===== config.mk =====
export PLATFORM = sky130hd
export DESIGN_NAME = approx_eval_sequencer
export DESIGN_NICKNAME = d
export VERILOG_FILES = /design/src/rtl/approx_eval_sequencer.sv
export SDC_FILE = /design/constraint.sdc
export NUM_CORES = 1
export LEC_CHECK = 0
export BUFFER_PORTS_ARGS = -buffer_cell sky130_fd_sc_hd__buf_2
export CAP_MARGIN = 20
export CORE_MARGIN = 2
export CORE_UTILIZATION = 44
export CTS_CLUSTER_DIAMETER = 60
export CTS_CLUSTER_SIZE = 40
export DETAILED_ROUTE_END_ITERATION = 7
export PLACE_DENSITY = 0.72
export SETUP_SLACK_MARGIN = 0.5
export SYNTH_ARGS = -nofsm -noshare
export SYNTH_HDL_FRONTEND = slang
export SYNTH_SLANG_ARGS = --single-unit
export TNS_END_PERCENT = 100

===== constraint.sdc =====
create_clock -name clk -period 6.33 [get_ports clk]
set_clock_uncertainty 0.05 [all_clocks]
set_input_delay 0.9495 -clock clk [delete_from_list [all_inputs] [get_ports clk]]
set_output_delay 0.9495 -clock clk [all_outputs]
set_load 0.02 [all_outputs]

===== src/rtl/approx_eval_sequencer.sv =====
// approx_eval_sequencer
//   Drives the primary inputs of an approximate logic netlist with either an
//   exhaustive count or an LFSR sequence. It compares the netlist outputs
//   against a golden model and accumulates saturating error statistics.
//
// Ports
//   clk, rst_n      clock, asynchronous active-low reset
//   start, abort    run control pulses (abort has priority; start ignored while busy)
//   mode            0 = exhaustive sweep, 1 = LFSR sequence
//   seed            LFSR start value (0 is replaced by 1)
//   num_vectors     vectors to issue in LFSR mode
//   pi_out          registered stimulus to the netlist
//   po_approx       approximate netlist outputs
//   po_exact        golden outputs for the same vector
//   busy, done      status (RUN/DRAIN, DONE)
//   vec_count       vectors compared
//   err_count       vectors with any mismatching bit
//   bit_err_count   total mismatching output bits
module approx_eval_sequencer #(
  parameter int                NUM_PI    = 6,
  parameter int                NUM_PO    = 1,
  parameter int                CNT_W     = 16,
  parameter int                LAT       = 1,
  parameter logic [NUM_PI-1:0] LFSR_TAPS = 6'b110000
) (
  input  logic              clk,
  input  logic              rst_n,
  input  logic              start,
  input  logic              abort,
  input  logic              mode,
  input  logic [NUM_PI-1:0] seed,
  input  logic [CNT_W-1:0]  num_vectors,
  output logic [NUM_PI-1:0] pi_out,
  input  logic [NUM_PO-1:0] po_approx,
  input  logic [NUM_PO-1:0] po_exact,
  output logic              busy,
  output logic              done,
  output logic [CNT_W-1:0]  vec_count,
  output logic [CNT_W-1:0]  err_count,
  output logic [CNT_W-1:0]  bit_err_count
);

  // Vector totals must hold both 2^NUM_PI and any num_vectors value.
  localparam int TOT_W = (CNT_W > NUM_PI + 1) ? CNT_W : NUM_PI + 1;
  localparam logic [CNT_W-1:0] CNT_MAX = '1;

  typedef enum logic [1:0] {S_IDLE, S_RUN, S_DRAIN, S_DONE} state_t;

  state_t            state, state_n;
  logic              mode_q;
  logic [TOT_W-1:0]  total, issued, tot_new;
  logic              start_ok, run_more, issue;
  // vld_pipe[i] = vector issued i edges ago is still in flight; tap LAT samples.
  logic [LAT:1]      vld_pipe;
  logic [NUM_PI-1:0] seed_eff, lfsr_next, pi_next;
  logic [NUM_PO-1:0] diff;
  logic [CNT_W:0]    pop, bit_sum;
  logic [CNT_W-1:0]  bit_sat;

  assign tot_new   = mode ? TOT_W'(num_vectors) : (TOT_W'(1) << NUM_PI);
  assign start_ok  = start && !abort && (state == S_IDLE || state == S_DONE);
  assign run_more  = (state == S_RUN) && (issued != total);
  assign issue     = !abort && ((start_ok && (tot_new != '0)) || run_more);

  assign seed_eff  = (seed == '0) ? NUM_PI'(1) : seed;
  assign lfsr_next = {pi_out[NUM_PI-2:0], ^(pi_out & LFSR_TAPS)};
  assign pi_next   = mode_q ? lfsr_next : pi_out + NUM_PI'(1);

  assign diff = po_approx ^ po_exact;

  always_comb begin
    pop = '0;
    for (int i = 0; i < NUM_PO; i++) pop = pop + (CNT_W+1)'(diff[i]);
  end

  assign bit_sum = {1'b0, bit_err_count} + pop;
  assign bit_sat = bit_sum[CNT_W] ? CNT_MAX : bit_sum[CNT_W-1:0];

  // ---------------------------------------------------------------- FSM
  always_ff @(posedge clk or negedge rst_n) begin
    if (!rst_n) state <= S_IDLE;
    else        state <= state_n;
  end

  always_comb begin
    state_n = state;
    busy    = (state == S_RUN) || (state == S_DRAIN);
    done    = (state == S_DONE);
    if (abort) begin
      state_n = S_IDLE;
    end else begin
      unique case (state)
        S_IDLE, S_DONE: if (start) state_n = (tot_new == '0) ? S_DONE : S_RUN;
        // Last vector stays on pi_out one cycle before draining.
        S_RUN:          if (issued == total) state_n = S_DRAIN;
        S_DRAIN:        if (vld_pipe == '0) state_n = S_DONE;
        default:        state_n = S_IDLE;
      endcase
    end
  end

  // ---------------------------------------------------------------- datapath
  always_ff @(posedge clk or negedge rst_n) begin
    if (!rst_n) begin
      pi_out        <= '0;
      mode_q        <= 1'b0;
      total         <= '0;
      issued        <= '0;
      vld_pipe      <= '0;
      vec_count     <= '0;
      err_count     <= '0;
      bit_err_count <= '0;
    end else if (abort) begin
      // Partial counts stay visible; in-flight vectors are discarded.
      vld_pipe <= '0;
    end else begin
      vld_pipe <= LAT'({vld_pipe, issue});
      if (start_ok) begin
        pi_out        <= mode ? seed_eff : '0;
        mode_q        <= mode;
        total         <= tot_new;
        issued        <= (tot_new != '0) ? TOT_W'(1) : '0;
        vec_count     <= '0;
        err_count     <= '0;
        bit_err_count <= '0;
      end else begin
        if (run_more) begin
          pi_out <= pi_next;
          issued <= issued + TOT_W'(1);
        end
        if (vld_pipe[LAT]) begin
          if (vec_count != CNT_MAX) vec_count <= vec_count + CNT_W'(1);
          if ((diff != '0) && (err_count != CNT_MAX)) err_count <= err_count + CNT_W'(1);
          bit_err_count <= bit_sat;
        end
      end
    end
  end

endmodule

**Yosys cells after proc, flatten, opt, wreduce, memory -nomap -nowiden**

Index checks and enable logic that the tools add are counted.

- Register bits after elaboration: 90
- Input bits: 29
- Output and inout port bits: 56
- Logic and storage cells: 77

- $add $sub $neg: 5
- Equal/unequal tests: 10
- Mux-type cells: 25
- Bitwise gates (word level): 2
- Reduce and logical (&&, ||, !) cells: 26

Operators with widths:

| cell | count |
|---|---|
| 16-bit 2-to-1 mux | 12 |
| 16-bit by 1-bit adder with 16-bit output, second input constant | 3 |
| 16-bit != test, second input constant | 2 |
| 6-bit 2-to-1 mux | 5 |
| 16-bit by 1-bit adder with 17-bit output | 1 |
| 16-bit equality test | 1 |
| 16-bit logical NOT | 1 |
| 16-bit != test | 1 |
| 16-bit nonzero test | 1 |
| 2-bit 2-to-1 mux | 5 |
| 3-bit AND reduction | 3 |
| 2-bit nonzero test | 4 |
| 6-bit by 1-bit adder with 6-bit output, second input constant | 1 |
| 1-bit logical AND | 6 |
| 6-bit logical NOT | 1 |
| 3-bit != test, second input constant | 2 |
| 2-bit case mux with 3 select lines | 1 |
| 2-bit AND reduction | 3 |
| 6-bit XOR reduction | 1 |
| 2-bit equality test, second input constant | 2 |
| 1-bit logical OR | 3 |
| 3-bit by 2-bit != test with 1-bit output, second input constant | 1 |
| 2-bit by 1-bit equality test with 1-bit output, second input constant | 1 |
| 2-bit logical NOT | 1 |
| other kinds (5) | 6 |

**Longest topological paths before layout**

Gate-level depths: netlist (run 1).

- Depth in word-level cells: 7
- Mapped depth: 8
- Mapped depth without buffers: 8

**Least setup slack after synthesis (run 1)**

OpenSTA, ideal clock, no wires.

- Path kind: input to register
- From: input port po_approx
- To: register bit_err_count[7]
- Library setup time: 0.087 ns
- Arrival time: 2.259 ns
- Data required time: 6.193 ns
- Setup slack: 3.934 ns
- Cell stages on the path: 8
- Buffers on the path: 1
- Cell sequence: xnor2_1 > inv_1 > ha_1 > nand3_1 > nor3_2 > nand4_1 > clkbuf_1 > o211ai_1

- Longest elaborated chain between the ends: 5

Ends and longest elaborated chain:

| item | RTL line | RTL |
|---|---|---|
| from (decl) | 34 | `input logic [NUM_PO-1:0] po_approx,` |
| 1-bit bitwise XOR | 69 | `assign diff = po_approx ^ po_exact;` |
| 16-bit by 1-bit adder with 17-bit output | 76 | `assign bit_sum = {1'b0, bit_err_count} + pop;` |
| 16-bit 2-to-1 mux | 77 | `assign bit_sat = bit_sum[CNT_W] ? CNT_MAX : bit_sum[CNT_W-1:0];` |
| 16-bit 2-to-1 mux | 131 | `if (vld_pipe[LAT]) begin` |
| 16-bit 2-to-1 mux | 118 | `if (start_ok) begin` |
| to (signal assigned) | 134 | `bit_err_count <= bit_sat;` |
| to (decl) | 40 | `output logic [CNT_W-1:0] bit_err_count` |

No other way between the ends. The select of a mux whose other input is x is not followed.
A chain may end at the register's enable or synchronous reset.

**Final worst setup path (run 1)**

- From: input port abort
- To: register bit_err_count[2]

- Longest elaborated chain between the ends: 5
- Elaborated cells on any way between the ends: 7
- Those cells by class: mux (1); bitwise (1); reduce/logical (5)

Ends and longest elaborated chain:

| item | RTL line | RTL |
|---|---|---|
| from (decl) | 29 | `input logic abort,` |
| 1-bit logical NOT | 61 | `assign start_ok = start && !abort && (state == S_IDLE \|\| state == S_DONE);` |
| 1-bit logical AND (2 in series) | 61 |  |
| 2-bit nonzero test (no line) | -- |  |
| 2-bit AND reduction (no line) | -- |  |

Several ways; a longest one is shown, not always the timed one.

==> results.toml, run 1 <==
[outcome]
outcome = "completed"

[setup_path]
reg2regPathDepth = 7
critPathLaunchType = "input pin"
critPathLaunch = "abort"
crit_end = "bit_err_count[2]"
cp_data_arrival_time_ns = 3.07
cp_cell_sequence = "buf_2 -> and2b_1 -> nand2_1 -> nor3_2 -> nand4_1 -> o311ai_0"
ff2ff_setup_slack_ns = 3.55
max_stage_delay_ns = 0.54
criticalPathCategory = "in -> reg"
critPathRequiredTime_ns = 6.51
critPathMaxFanout = 14
rr_startpoint = "state[0]"
slowest_stage = "nand4_1"
r2r-end = "bit_err_count[2]"
endpoint_kind = "flop"

[logic_synthesis]
synthArstFlopShare = 1.000
synth-edff-count = 0
synth_top_area_share = 0.4370
synth_largest_area_cell = "dfrtp_1"
yosysMostFrequentCell = "dfrtp_1"
synth.area.top_cells = "dfrtp_1 44%, nand2_1 5.9%, nand3_1 4.7%"
synth_area_sq_um = 5154
syn_inst = 579
avgSynthCellArea_sq_um = 8.901
ys.flop_type = "dfrtp_1"
synth_cell_types = 63
synthTopCellsByCount = "90 x dfrtp_1, 81 x nand2_1, 48 x nand3_1"
synth_seq_cells = 90
syn_nets = 618
synth_seq_area_share = 0.4370
synth-warning-count = 0

[power]
peakVddDrop_v = 0.0001617
leakagePower_nw = 2.762
cellPowerDensity_nw_per_um2 = 331.9

[finish]
nets = 685
n_antenna_cell = 0
utilization = 0.5194
syn2layout_area_growth_pct = 15.08
final_cell_area_sq_um = 5931
drive_above_1_share = 0.1846
multi_input_area_sq_um = 2663
register_area_sq_um = 2252
fillers = 1092
final_cells = 793

[timing]
setup_violations = 0
finalSetupTns_ns = 0
whs_ns = 0.4353
max_freq_ghz = 0.3457
post-route-period-util = 0.4569
rsz0062_at_grt = "false"
slew_violations = 0
hold_viol = 0
max_slew_margin = 0.3500
period_needed_ns = 2.892
worst_pin_slew_ns = 0.9727

[clock_network]
ctsHtreeMaxLevel = 3
cts_tree = "done"
clock-sinks = 90
clk_path_buf_depth = 2
cts_root_buf = "clkbuf_16"
cts_resized = 0
cts_setup_buffers = 0
clkLatencyLatePin_ns = 0.34
ctsHoldBuffers = 0
numCtsBuffers = 9
cts.clk_slew.worst_paths_ns = 0.06

[route]
drc = 0
drt_first_pass_iters = 5
routed_wl_mm = 12.97
via_count = 4781
drtAntennaViolNets = 0
post_drt_via_cell_ratio = 6.029
wl_per_cell_um = 16.35
drtIter0Drc = 399

[worst_hold_path]
hold_path.class = "reg -> reg"

[placement]
io_buffers = 84
dp.cells = 776
gp_congestion = 0.8456
detailed_place_hpwl_mm = 8.897
place_area_sq_um = 5603

[grt]
grt_pass1_vias = 4416
grt_usage = 0.2064
overflow = 0
grt_max_degree = 66
grt_pass1_wl_mm = 21.58
antenna_found_initial = 0

[run]
cap_violations = 0

[floorplanning]
die_w_um = 112.2
die-area_sq_um = 12590
io_pins = 85
placementRows = 39
core_area_sq_um = 11420
die_h_um = 112.2
start_util = 0.4513
-- metal layers --
layer	vias to the layer above	part of all wire	GRT usage
met3	15	0.070	0.04482
met4	0	0.015	0.06423
li1	2269	-	-
met2	169	0.46	0.3229
met5	-	0	0
met1	2328	0.45	0.2891
-- worst min-delay path by stage --
stage	from	end	slack [ns]	cells past startpoint
2_1_floorplan	total[0]	total[0]	0.41	2
3_3_place_gp	total[13]	total[13]	0.42	2
3_5_place_dp	total[13]	total[13]	0.43	2
4_1_cts	total[13]	total[13]	0.44	2
5_1_grt	total[11]	total[11]	0.47	2
6_report	total[13]	total[13]	0.44	2
-- where the power goes --
group	internal, W	leakage, nW	switching, W
Combinational	0.000208	1.38	0.000388
Clock	0.000354	0.158	0.000223
Sequential	0.000677	1.23	0.000118
-- area by class of cell --
class,count,share of cell area
Sequential cell,90,0.3797
Inverter,15,0.009494
Timing Repair Buffer,90,0.07806
Clock inverter,5,0.01329
Multi-Input combinational cell,440,0.4489
Clock buffer,10,0.04030
Tap cell,143,0.03017
-- registers in the layout, indices dropped and copies added, names as in the netlist --
name           count
state              2
pi_out             6
vld_pipe           1
mode_q             1
bit_err_count     16
vec_count         16
err_count         16
issued            16
total             16
-- placed cells by master, fill, tap and decap left out, types with 3 or more instances in the layout --
cell / instances
a21oi_1: 31
a31oi_1: 5
a41o_1: 3
a41oi_1: 3
and3_1: 4
and4_1: 4
buf_2: 85
buf_4: 5
clkbuf_16: 9
dfrtp_1: 90
ha_1: 10
inv_1: 15
mux2i_1: 9
nand2_1: 81
nand2b_1: 6
nand3_1: 48
nand4_1: 20
nor2_1: 33
nor2b_1: 3
nor3_1: 13
nor4_1: 15
o211ai_1: 11
o21a_1: 4
o21ai_0: 31
o311ai_0: 5
o31ai_1: 14
or3_1: 8
or4_1: 14
xnor2_1: 12
xor2_1: 17
-- stage by stage --
stage               setup slack [ns]  power, W
floorplan                      3.934  0.001226
global placement               3.254  0.001368
detailed placement             3.082  0.001397
CTS                            3.473  0.001975
global route                   3.152  0.002094
finish                         3.438  0.001968
-- worst max-delay path, delay by kind of cell --
kind / cells / cell delay (ns)
buf+inv: 1 / 0.16
simple gates: 4 / 1.68
compound gates: 1 / 0.28
-- kinds of logic after synthesis --
kind of cell / Yosys count / share of synthesized area
muxes: 10 / 0.01967
xor gates and xnor gates: 29 / 0.04928
and+or+nand+nor: 268 / 0.2688
adders and majority gates: 10 / 0.02428
buffers and inverters: 49 / 0.04661
AOI/OAI and AO/OA: 123 / 0.1544
DFF: 90 / 0.4370
(Power assumes the default switching activity.)
==> inputs of run 2 (changes only) <==
- clock period: 6.33 -> 2.85 ns (I/O delays scaled with it)
==> run 2 against run 1 <==
Effect of this change: the run now ends with hold timing left; hold slack got worse by 0.44 ns; cell area rose by 2.1%; power rose by 120%; sequential share of layout area fell by 0.79 points; combinational power rose by 140%; critical path type is now reg -> reg.
==> results.toml, run 2 (synthesis results as in run 1) <==
[finish]
nets = 695
most-common-layout-cells = "90 x dfrtp_1, 83 x buf_2, 80 x nand2_1"
n_antenna_cell = 0
utilization = 0.5305
final_common_cell = "dfrtp_1"
drive_above_1_share = 0.2103
fillers = 1063
syn2layout_area_growth_pct = 17.53

[setup_path]
crit_buf_inv = 2
cpLargestDelayFamily = "simple AND/OR/NAND/NOR gates"
reg2regPathDepth = 8
critPathLaunchType = "flop"
critical_path_depth = 8
critPathRequiredTime_ns = 3.07
critPathMaxFanout = 11
criticalPathCategory = "reg -> reg"
cp_cell_sequence = "inv_1 -> ha_4 -> a21oi_1 -> nor2_2 -> o311ai_1 -> buf_4 -> or4_1 -> a21oi_1"
cp_data_arrival_time_ns = 2.43
max_stage_delay_ns = 0.40
slowest_stage = "dfrtp_1"
endpoint_kind = "flop"
crit_top_cell = "a21oi_1"

[timing]
period_needed_ns = 2.214
worst_pin_slew_ns = 0.5161
post-route-period-util = 0.7769
max_slew_margin = 0.6471
finalSetupTns_ns = 0
setup_violations = 0
hold_viol = 11
rsz0062_at_grt = "false"
whs_ns = -0.008432
fin_ws_ns = 0.6358
slew_violations = 0
max_freq_ghz = 0.4516

[clock_network]
clkLatencyLatePin_ns = 0.34
numCtsBuffers = 9
cts.clk_slew.worst_paths_ns = 0.07
clk_path_buf_depth = 2
cts_tree = "done"
clock-sinks = 90
ctsHtreeMaxLevel = 3
cts_root_buf = "clkbuf_16"
ctsHoldBuffers = 0

[placement]
detailed_place_hpwl_mm = 9.107
io_buffers = 84
gp_congestion = 0.8313
place_ws_ns = 0.4582

[grt]
grt_pass1_wl_mm = 21.33
grtUsageMet2 = 0.3249
overflow = 0
use_met1 = 0.2896
grt_usage = 0.2061
antenna_found_initial = 0
grt_pass1_vias = 4401
globalRoute.busiestLayer = "met2"
grt_util_met3 = 0.04104
grt_max_degree = 56

[route]
drc = 0
drtIter0Drc = 340
post_drt_via_cell_ratio = 5.877
wl_per_cell_um = 16.33
drt_first_pass_iters = 5
routed_wl_mm = 13.13
via_count = 4725
drtAntennaViolNets = 0

[power]
cellPowerDensity_nw_per_um2 = 724.6
leakagePower_nw = 2.809
p_total_w = 0.004389
peakVddDrop_v = 0.0004754

[worst_hold_path]
hold_path.class = "in -> async"

[outcome]
violations = "hold timing"
outcome = "finished, violations left"

[run]
cap_violations = 0

[floorplanning]
die-area_sq_um = 12590
io_pins = 85
die_w_um = 112.2
start_util = 0.4513
placementRows = 39
core_area_sq_um = 11420
die_h_um = 112.2
## run 2: changes by cell type in the layout (fill, tap and decap cells not counted), sizes merged
cell      before  now
clkbuf        10   13
and4           6    7
clkinvlp       0    1
bufinv         2    0
buf           90   99
clkinv         3    2
## run 2: final cells by class
class                      instances  area (sq um)  share of cell area
multi-input combinational        441          2720              0.4491
inverter                          15         56.30            0.009296
tap                              143         178.9             0.02954
timing repair buffer              99         548.0             0.09048
clock buffer                      13         280.3             0.04627
sequential                        90          2252              0.3718
clock inverter                     3         21.27            0.003512
## run 2: what timing repair did
| action | CTS | global route |
|---|---|---|
| gates resized for setup | 1 | 8 |
| endpoints found under the setup margin | 3 | 22 |
| gates cloned | 0 | 1 |
| buffers inserted | 0 | 3 |
| pin swaps | 0 | 3 |
## run 2: per-stage QoR
| step | cell area [sq um] | std cells |
|---|---|---|
| 3_5_place_dp | 5675 | 784 |
| 3_3_place_gp | 5675 | 784 |
| 4_1_cts | 5979 | 800 |
| 2_1_floorplan | 5154 | 579 |
| 5_1_grt | 6057 | 804 |
| 6_report | 6057 | 804 |
## run 2: layer usage
layer,wire length (um),part of all wire
met4,157,0.012
met3,906,0.069
met5,0,0
met1,6001,0.46
met2,6065,0.46
## run 2: final timing paths
| kind | from | endpoint | slack (ns) |
|---|---|---|---|
| worst max-delay path | state[0] | vec_count[12] | 0.64 |
| worst min-delay path | rst_n | vec_count[15] | -0.008 |
| worst max register to register | state[0] | vec_count[12] | 0.64 |
| worst min register to register | total[1] | total[1] | 0.44 |
| max in group asynchronous | rst_n | err_count[15] | 2.00 |
| min in group clk | num_vectors[13] | total[13] | 0.28 |
## run 2: worst reg2reg max path: stages (launching register included)
cell and delay [ns]:
dfrtp_1 0.40, inv_1 0.10, ha_4 0.31, a21oi_1 0.12
nor2_2 0.27, o311ai_1 0.15, buf_4 0.19, or4_1 0.41
a21oi_1 0.14
## run 2: power breakdown
part	internal, W	switching [W]	leakage [nW]
clock	0.000687	0.000495	0.148
sequential	0.00150	0.000268	1.23
combinational	0.000528	0.000907	1.43
total	0.00272	0.00167	2.81
